`config.mk`:
```
export PLATFORM = sky130hd
export DESIGN_NAME = iob_counter_mod
export DESIGN_NICKNAME = d
export VERILOG_FILES = /design/src/rtl/iob_counter_mod_pkg.sv /design/src/rtl/iob_counter_mod_next.sv /design/src/rtl/iob_counter_mod.sv
export SDC_FILE = /design/constraint.sdc
export NUM_CORES = 1
export LEC_CHECK = 0
export ABC_CLOCK_PERIOD_IN_PS = 2360
export CORE_MARGIN = 5
export CORE_UTILIZATION = 47
export DETAILED_ROUTE_END_ITERATION = 16
export PLACE_DENSITY = 0.79
export SLEW_MARGIN = 40
export SYNTH_ARGS = -nofsm -noshare
export SYNTH_HDL_FRONTEND = slang
export SYNTH_SLANG_ARGS = --single-unit
export TNS_END_PERCENT = 30
```
`constraint.sdc`:
```
create_clock -name clk_i -period 2.36 [get_ports clk_i]
set_input_delay 0.472 -clock clk_i [delete_from_list [all_inputs] [get_ports clk_i]]
set_output_delay 0.472 -clock clk_i [all_outputs]
set_load 0.1 [all_outputs]
```
`src/rtl/iob_counter_mod_pkg.sv`:
```
// Shared constants for the modulo up/down counter: mode and direction encodings
// plus the internal arithmetic width helper.
package iob_counter_mod_pkg;

   localparam logic WRAP = 1'b0;
   localparam logic SAT  = 1'b1;

   localparam logic UP   = 1'b0;
   localparam logic DOWN = 1'b1;

   // One spare bit above DATA_W+STEP_W keeps cur+step and the wrap terms exact.
   function automatic int calc_int_w(input int data_w, input int step_w);
      return data_w + step_w + 1;
   endfunction

endpackage

```
`src/rtl/iob_counter_mod_next.sv`:
```
// Combinational next-value calculator: produces the counted value and flags
// whether the requested step left the [MIN_VAL, MAX_VAL] range.
module iob_counter_mod_next
   import iob_counter_mod_pkg::*;
#(
   parameter int   DATA_W   = 8,
   parameter int   STEP_W   = 4,
   parameter int   MIN_VAL  = 0,
   parameter int   MAX_VAL  = 2**DATA_W - 1,
   parameter logic SAT_MODE = WRAP
) (
   input  logic [DATA_W-1:0] cur_i,
   input  logic              dir_i,
   input  logic [STEP_W-1:0] step_i,
   output logic [DATA_W-1:0] next_o,
   output logic              oor_o
);

   localparam int INT_W = calc_int_w(DATA_W, STEP_W);

   localparam logic [INT_W-1:0] MIN_W = INT_W'(MIN_VAL);
   localparam logic [INT_W-1:0] MAX_W = INT_W'(MAX_VAL);

   logic [INT_W-1:0] cur_w;
   logic [INT_W-1:0] step_w;
   logic [INT_W-1:0] sum_w;
   logic [INT_W-1:0] above_min_w;
   logic [INT_W-1:0] nxt_w;

   assign cur_w       = INT_W'(cur_i);
   assign step_w      = INT_W'(step_i);
   assign sum_w       = cur_w + step_w;
   assign above_min_w = cur_w - MIN_W;

   always_comb begin
      nxt_w = cur_w;
      oor_o = 1'b0;
      if (dir_i == UP) begin
         oor_o = (sum_w > MAX_W);
         if (!oor_o)
            nxt_w = sum_w;
         else if (SAT_MODE == SAT)
            nxt_w = MAX_W;
         else
            nxt_w = MIN_W + (sum_w - MAX_W - INT_W'(1));
      end else begin
         oor_o = (above_min_w < step_w);
         if (!oor_o)
            nxt_w = cur_w - step_w;
         else if (SAT_MODE == SAT)
            nxt_w = MIN_W;
         else
            nxt_w = MAX_W - (step_w - above_min_w - INT_W'(1));
      end
   end

   assign next_o = nxt_w[DATA_W-1:0];

endmodule

```
`src/rtl/iob_counter_mod.sv`:
```
// Modulo up/down counter with step, parallel load, bounded range, wrap or
// saturate behaviour, terminal-count pulse and sticky overflow flag.
module iob_counter_mod
   import iob_counter_mod_pkg::*;
#(
   parameter int   DATA_W   = 8,
   parameter int   STEP_W   = 4,
   parameter int   RST_VAL  = 0,
   parameter int   MIN_VAL  = 0,
   parameter int   MAX_VAL  = 2**DATA_W - 1,
   parameter logic SAT_MODE = WRAP
) (
   input  logic              clk_i,
   input  logic              cke_i,
   input  logic              rst_i,
   input  logic              counter_rst_i,
   input  logic              counter_en_i,
   input  logic              dir_i,
   input  logic [STEP_W-1:0] step_i,
   input  logic              load_i,
   input  logic [DATA_W-1:0] load_val_i,
   input  logic              ovf_clr_i,
   output logic [DATA_W-1:0] data_o,
   output logic              tc_o,
   output logic              ovf_o
);

   localparam logic [DATA_W-1:0] RST_D = DATA_W'(RST_VAL);
   localparam logic [DATA_W-1:0] MIN_D = DATA_W'(MIN_VAL);
   localparam logic [DATA_W-1:0] MAX_D = DATA_W'(MAX_VAL);

   logic [DATA_W-1:0] data_q, data_d;
   logic              tc_q, tc_d;
   logic              ovf_q, ovf_d;
   logic [DATA_W-1:0] next_val;
   logic              next_oor;
   logic [DATA_W-1:0] load_clamped;

   iob_counter_mod_next #(
      .DATA_W   (DATA_W),
      .STEP_W   (STEP_W),
      .MIN_VAL  (MIN_VAL),
      .MAX_VAL  (MAX_VAL),
      .SAT_MODE (SAT_MODE)
   ) u_next (
      .cur_i  (data_q),
      .dir_i  (dir_i),
      .step_i (step_i),
      .next_o (next_val),
      .oor_o  (next_oor)
   );

   always_comb begin
      load_clamped = load_val_i;
      if (load_val_i < MIN_D)
         load_clamped = MIN_D;
      else if (load_val_i > MAX_D)
         load_clamped = MAX_D;
   end

   // Clear and set of ovf are ordered so that a same-cycle overflow wins.
   always_comb begin
      data_d = data_q;
      tc_d   = tc_q;
      ovf_d  = ovf_q;
      if (cke_i) begin
         tc_d  = 1'b0;
         ovf_d = ovf_q & ~ovf_clr_i;
         if (counter_rst_i) begin
            data_d = RST_D;
            ovf_d  = 1'b0;
         end else if (load_i) begin
            data_d = load_clamped;
         end else if (counter_en_i) begin
            data_d = next_val;
            tc_d   = next_oor;
            if (next_oor)
               ovf_d = 1'b1;
         end
      end
   end

   always_ff @(posedge clk_i) begin
      if (rst_i) begin
         data_q <= RST_D;
         tc_q   <= 1'b0;
         ovf_q  <= 1'b0;
      end else begin
         data_q <= data_d;
         tc_q   <= tc_d;
         ovf_q  <= ovf_d;
      end
   end

   assign data_o = data_q;
   assign tc_o   = tc_q;
   assign ovf_o  = ovf_q;

   step_in_range_a : assert property (@(posedge clk_i) disable iff (rst_i)
      (SAT_MODE == WRAP && cke_i && counter_en_i && !counter_rst_i && !load_i)
      |-> (int'(step_i) <= MAX_VAL - MIN_VAL + 1));

endmodule

```
==> flow_metrics.py, run 1 <==
metrics = {
    "outcome": {
        "status": "finished clean",
    },
    "critical_path": {
        "crit_chain": "clkdlybuf4s50_1 -> ha_1 -> fa_1 -> nor2b_1 -> o21ai_0 -> a22oi_1 -> mux2i_1 -> o311ai_0",
        "critPathMaxStageDelay_ps": 430,
        "timing.rr.start": "data_o[0]",
        "worst_setup_path_start_kind": "input pin",
        "critical_path_class": "input pin to flip-flop",
        "r2r_setup_slack_ps": 390,
        "r2r_end": "data_o[4]",
        "reg2reg_depth": 7,
        "critPathCaptureType": "flip-flop",
        "critPathMaxFanout": 2,
        "arrival_ps": 2420,
        "cp_slowest_cell": "clkdlybuf4s50_1",
        "worstPathRequired_ps": 2510,
    },
    "floorplanning": {
        "die_height_um": 57.5,
        "die_w_um": 57.5,
        "dieArea_sq_mm": 0.00331,
        "initial_utilization_pct": 48.5,
        "core-area_sq_mm": 0.00219,
        "rows": 17,
        "ios": 30,
    },
    "detailed_routing": {
        "avgViaCountPerCell": 5.56,
        "detail_route.wl_per_cell_um": 14.1,
        "drt-initial-drc-count": 42,
        "vias": 1161,
        "drt-total-wl_mm": 2.96,
        "ant_nets": 0,
        "firstDrtPassIters": 4,
        "drc_errors": 0,
    },
    "timing": {
        "slew_headroom_pct": 76.2,
        "period_share_pct": 96.5,
        "slew_viol_final": 0,
        "fin_crit_ps": 2280,
        "worstMarginPinSlew_ps": 357,
        "whs_ps": 473,
        "max_freq_mhz": 439,
        "worst_clock_skew_ps": 11.3,
        "hold_viol": 0,
        "finalSetupViolCount": 0,
        "rsz0062_at_grt": "no",
    },
    "worst_hold_path": {
        "hp-start": "ovf_o",
        "hp-class": "flip-flop to flip-flop",
        "hold_path_depth": 2,
        "hold_end": "ovf_o",
    },
    "logic_synthesis": {
        "synth-seq-cells": 10,
        "yosysWarnings": 0,
        "syn_nets": 171,
        "synthFlopType": "dfxtp_1",
        "avgSynthCellArea_sq_um": 7.53,
        "async_flop_share_pct": 0,
        "synth-edff-count": 0,
        "ys_seq_area_share_pct": 18.8,
        "synth_cell_types": 38,
        "syn_inst": 141,
        "syn_area_sq_mm": 0.00106,
    },
    "place": {
        "dp.cells": 205,
        "place.gp.congestion": 0.848,
        "port_buffers": 29,
        "hpwl_mm": 2.48,
        "postPlaceCellArea_sq_mm": 0.00142,
    },
    "cells_and_area": {
        "fin_util_pct": 66.5,
        "drive_gt1_share_pct": 19.3,
        "antenna_cells": 0,
        "final_cells": 209,
        "nets": 212,
        "area_delta_synth_final_pct": 37.2,
        "fin_area_sq_mm": 0.00146,
    },
    "clock_tree": {
        "path_clk_slew_ps": 80,
        "clockBufferDepth": 2,
        "cts_tree": "yes",
        "cts_hold_buf": 0,
        "clock-root-buffer": "clkbuf_4",
        "clock-sinks": 10,
        "clock_latency_ps": 280,
        "h-tree-depth": 1,
        "cts_buffers": 3,
    },
    "grt": {
        "grt_pass1_vias": 1189,
        "grt_pass1_wl_mm": 4.86,
        "grt_overflow": 0,
        "grt_max_degree": 9,
        "antenna_found_initial": 0,
        "track_usage_pct": 18.3,
    },
    "pwr": {
        "p_leak_nw": 0.604,
        "ir_worst_vdd_v": 0.000387,
        "swShare_pct": 37.5,
        "clock_power_share_pct": 26.9,
        "switchingPower_mw": 0.224,
        "power_density_mw_per_mm2": 410,
        "p_int_mw": 0.374,
        "total_power_mw": 0.598,
        "power_frac_seq_pct": 31.4,
        "power_frac_comb_pct": 41.7,
    },
    "run": {
        "max-cap-violations": 0,
    },
}
[per-stage QoR]
step	setup slack, ps	TNS (ps)
final	82.0	0
after global routing	13.5	0
after CTS	77.1	0
after detailed placement	-220	-719
after global placement	-90.0	-238
after floorplan	20.1	0
[cells in the final DEF (no fill, tap or decap), drive strengths merged]
master,instances
nor2,8
clkdlybuf4s50,19
or3,2
a211oi,3
o21ai,10
nor3,5
nand2b,11
o211ai,3
xnor2,1
mux2i,3
inv,13
dfxtp,10
o21a,1
o21bai,3
a22oi,5
nand3,4
a21oi,15
buf,23
and2b,1
o2111a,1
nand2,14
a2111oi,1
fa,2
a31oi,2
o31ai,1
o311ai,2
ha,8
nor4b,1
clkbuf,4
and2,2
nor2b,3
[Yosys cell counts (4+ instances only)]
cell type  instances  area, sq um
a21oi_1           14         70.1
nand2_1           14         52.6
inv_1             12         45.0
dfxtp_1           10          200
nand2b_1          10         62.6
o21ai_0            9         45.0
ha_1               8          100
nor2_1             8         30.0
nor3_1             5         25.0
a22oi_1            4         30.0
nand3_1            4         20.0
[power by group through the flow]
stage | Combinational [mW] | Sequential, mW | Clock, mW
after floorplan | 0.106 | 0.241 | 0
after global placement | 0.237 | 0.190 | 0
after detailed placement | 0.246 | 0.191 | 0
after CTS | 0.247 | 0.187 | 0.163
after global routing | 0.269 | 0.189 | 0.168
final | 0.249 | 0.188 | 0.161
[layer usage]
| layer | share of wire, % | routed length, um | track usage (%) |
|---|---|---|---|
| met1 | 39 | 1160 | 20.1 |
| met2 | 52 | 1520 | 32.3 |
| met3 | 8.1 | 238 | 5.66 |
| met4 | 1.2 | 36 | 7.95 |
| met5 | 0 | 0 | 0 |
[layout make-up]
type,count,area [sq um]
tap,28,35.0
inverter,13,48.8
clock buffer,4,36.3
fill,193,733
sequential,10,201
multi-input combinational,112,773
timing repair buffer,42,363
[worst max path at each step]
| stage | from | endpoint | slack, ps | cells past startpoint |
|---|---|---|---|---|
| final | step_i[0] | data_o[4] | 80 | 8 |
| after global routing | step_i[0] | data_o[4] | 10 | 8 |
| after CTS | step_i[0] | data_o[4] | 80 | 8 |
| after detailed placement | step_i[0] | data_o[4] | -220 | 8 |
| after global placement | step_i[0] | data_o[4] | -90 | 8 |
| after floorplan | data_o[0] | data_o[4] | 20 | 7 |
[critical path, delay by kind of cell]
kind            cells  cell delay, ps
mux                 1             170
compound gates      3             600
simple gates        1             140
fa+ha+maj           2             620
buf+inv             1             430
[state kept, by name (all words and copies together) (netlist names)]
name	flops
data_o	8
ovf_o	1
tc_o	1
[logic make-up after synthesis]
| logic type | Yosys count | share of synthesized area (%) |
|---|---|---|
| simple gates | 51 | 25.4 |
| compound gates | 47 | 29.9 |
| buf+inv | 19 | 8.95 |
| fa+ha+maj | 10 | 13.2 |
| flops | 10 | 18.8 |
| mux | 3 | 2.83 |
| xor+xnor | 1 | 0.825 |
[repair_timing]
action / CTS / global route
setup buffers: 0 / 0
endpoints found under the setup margin: 0 / 1
gates resized for setup: 0 / 2
No activity file was read; power rests on OpenSTA's default activity.
==> run 2: changes to the inputs <==
--- a/config.mk
+++ b/config.mk
@@ -8,6 +8,7 @@
 export ABC_CLOCK_PERIOD_IN_PS = 2360
 export CORE_MARGIN = 5
 export CORE_UTILIZATION = 47
+export CTS_CLUSTER_DIAMETER = 100
 export DETAILED_ROUTE_END_ITERATION = 16
 export PLACE_DENSITY = 0.79
 export SLEW_MARGIN = 40
==> results of run 2 <==
No change in the layout: final DEF, timing and power equal those of run 1.
==> run 3: changes to the inputs <==
--- a/config.mk
+++ b/config.mk
@@ -6,11 +6,11 @@
 export NUM_CORES = 1
 export LEC_CHECK = 0
 export ABC_CLOCK_PERIOD_IN_PS = 2360
+export CORE_ASPECT_RATIO = 0.5
 export CORE_MARGIN = 5
-export CORE_UTILIZATION = 47
+export CORE_UTILIZATION = 36
 export CTS_CLUSTER_DIAMETER = 100
 export DETAILED_ROUTE_END_ITERATION = 16
-export PLACE_DENSITY = 0.79
 export SLEW_MARGIN = 40
 export SYNTH_ARGS = -nofsm -noshare
 export SYNTH_HDL_FRONTEND = slang
==> run 3 against run 2 <==
- maximum frequency is 1.7% higher
- register-to-register slack better by 60 ps
- clock power is 39% higher
- flip-flop and latch count stayed put
- first-iteration DRC count is 12% lower
- core utilization is 11 points lower
- clock skew is 9.6 ps lower
- final cell count is 4.3% higher
- largest cell class unchanged
==> flow_metrics.py, run 3 (same netlist as run 1, synthesis figures left out) <==
metrics = {
    "floorplanning": {
        "rows": 13,
        "dieArea_sq_mm": 0.00420,
        "initial_utilization_pct": 39.3,
        "die_height_um": 48.4,
        "ios": 30,
        "core-area_sq_mm": 0.00270,
        "die_w_um": 86.8,
    },
    "timing": {
        "worst_clock_skew_ps": 1.71,
        "rsz0062_at_grt": "no",
        "finalSetupViolCount": 0,
        "slew_headroom_pct": 68.3,
        "fin_crit_ps": 2240,
        "worstMarginPinSlew_ps": 473,
        "max_freq_mhz": 447,
        "whs_ps": 464,
        "period_share_pct": 94.9,
        "slew_viol_final": 0,
        "hold_viol": 0,
    },
    "cells_and_area": {
        "num-fill-cells": 264,
        "antenna_cells": 0,
        "fin_area_sq_mm": 0.00149,
        "largest_register_ffs": 8,
        "drive_gt1_share_pct": 19.9,
        "final_cell_mix": "buf_4 (23), clkdlybuf4s50_1 (19), nand2_1 (14), a21oi_1 (13), inv_1 (12)",
        "nets": 212,
        "area_delta_synth_final_pct": 40.0,
        "final_common_cell": "buf_4",
    },
    "critical_path": {
        "crit_chain": "clkdlybuf4s50_1 -> ha_1 -> inv_1 -> fa_2 -> a21oi_2 -> o21ai_0 -> a22oi_2 -> mux2i_1 -> o311ai_1",
        "worst_setup_path_start_kind": "input pin",
        "critPathMaxStageDelay_ps": 490,
        "arrival_ps": 2360,
        "critPathCaptureType": "flip-flop",
        "cp.depth": 9,
        "crit_family": "compound AO/OA/AOI/OAI gates",
        "crit_buf_inv": 2,
        "cp_slowest_cell": "clkdlybuf4s50_1",
        "reg2reg_depth": 9,
        "worstPathRequired_ps": 2480,
        "critical_path_class": "input pin to flip-flop",
        "critPathMaxFanout": 2,
    },
    "pwr": {
        "swShare_pct": 35.3,
        "power_density_mw_per_mm2": 444,
        "power_frac_comb_pct": 37.7,
        "power_frac_seq_pct": 28.5,
        "clock_power_share_pct": 33.8,
        "p_leak_nw": 0.610,
        "p_int_mw": 0.427,
        "ir_worst_vdd_v": 0.000226,
        "switchingPower_mw": 0.233,
        "total_power_mw": 0.660,
    },
    "place": {
        "postPlaceCellArea_sq_mm": 0.00143,
        "place.gp.congestion": 0.832,
        "port_buffers": 29,
        "hpwl_mm": 2.41,
    },
    "detailed_routing": {
        "drc_errors": 0,
        "vias": 1103,
        "avgViaCountPerCell": 5.06,
        "detail_route.wl_per_cell_um": 13.6,
        "drt-total-wl_mm": 2.96,
        "firstDrtPassIters": 4,
        "drt-initial-drc-count": 37,
        "ant_nets": 0,
    },
    "grt": {
        "track_usage_pct": 14.5,
        "grt_pass1_vias": 983,
        "grt_max_degree": 11,
        "grt_pass1_wl_mm": 4.90,
        "grt_overflow": 0,
        "antenna_found_initial": 0,
    },
    "clock_tree": {
        "clock-root-buffer": "clkbuf_8",
        "cts_buffers": 3,
        "clock-sinks": 10,
        "cts_hold_buf": 0,
        "clockBufferDepth": 2,
        "cts_tree": "yes",
        "h-tree-depth": 1,
        "clock_latency_ps": 240,
        "path_clk_slew_ps": 50,
    },
    "run": {
        "max-cap-violations": 0,
    },
    "outcome": {
        "status": "finished clean",
    },
    "worst_hold_path": {
        "hp-class": "flip-flop to flip-flop",
        "hold_path_depth": 2,
    },
}
[run 3: power by group through the flow]
stage                     Clock (mW)  Combinational [mW]  Sequential [mW]
after floorplan                    0               0.106            0.241
after global placement             0               0.244            0.191
after detailed placement           0               0.244            0.191
after CTS                      0.226               0.246            0.188
after global routing           0.235               0.269            0.189
final                          0.223               0.249            0.188
[run 3: path summary, 6_finish.rpt]
kind,from,endpoint,slack (ps)
max reg2reg,data_o[0],data_o[6],450
min,ovf_o,ovf_o,460
min reg2reg,ovf_o,ovf_o,460
max,step_i[0],data_o[6],120
[run 3: worst register-to-register path, stage by stage, from the launching register on]
cell      delay [ps]
dfxtp_1          340
inv_1             60
ha_1             150
inv_1             50
fa_2             350
a21oi_2          160
o21ai_0          110
a22oi_2          240
mux2i_1          210
o311ai_1         110
[run 3: metrics by stage]
step                      utilization [%]  std cells  setup TNS [ps]  worst slack [ps]
after global routing                 55.1        218               0              3.87
after floorplan                         -        141               0              20.1
after global placement               52.8        214            -451              -134
after CTS                            54.9        218               0              81.8
final                                55.1        218               0               121
after detailed placement             52.8        214            -654              -169
[run 3: timing repair]
action,4_1_cts,5_1_grt
gates resized for setup,0,3
setup buffers,0,0
endpoints found under the setup margin,0,2
[run 3: cell type report]
class / count / area [sq um] / share of cell area (%)
multi-input cells: 112 / 773 / 52.0
well taps: 37 / 46.3 / 3.11
repair buffers: 42 / 363 / 24.4
flip-flops and latches: 10 / 201 / 13.5
clock buffers: 4 / 55.1 / 3.70
inverters: 13 / 48.8 / 3.28
[run 3: metal layers]
layer	GRT usage (%)	wire, um
met1	22.5	1640
met2	19.6	1180
met5	0	0
met3	2.70	121
met4	3.89	19
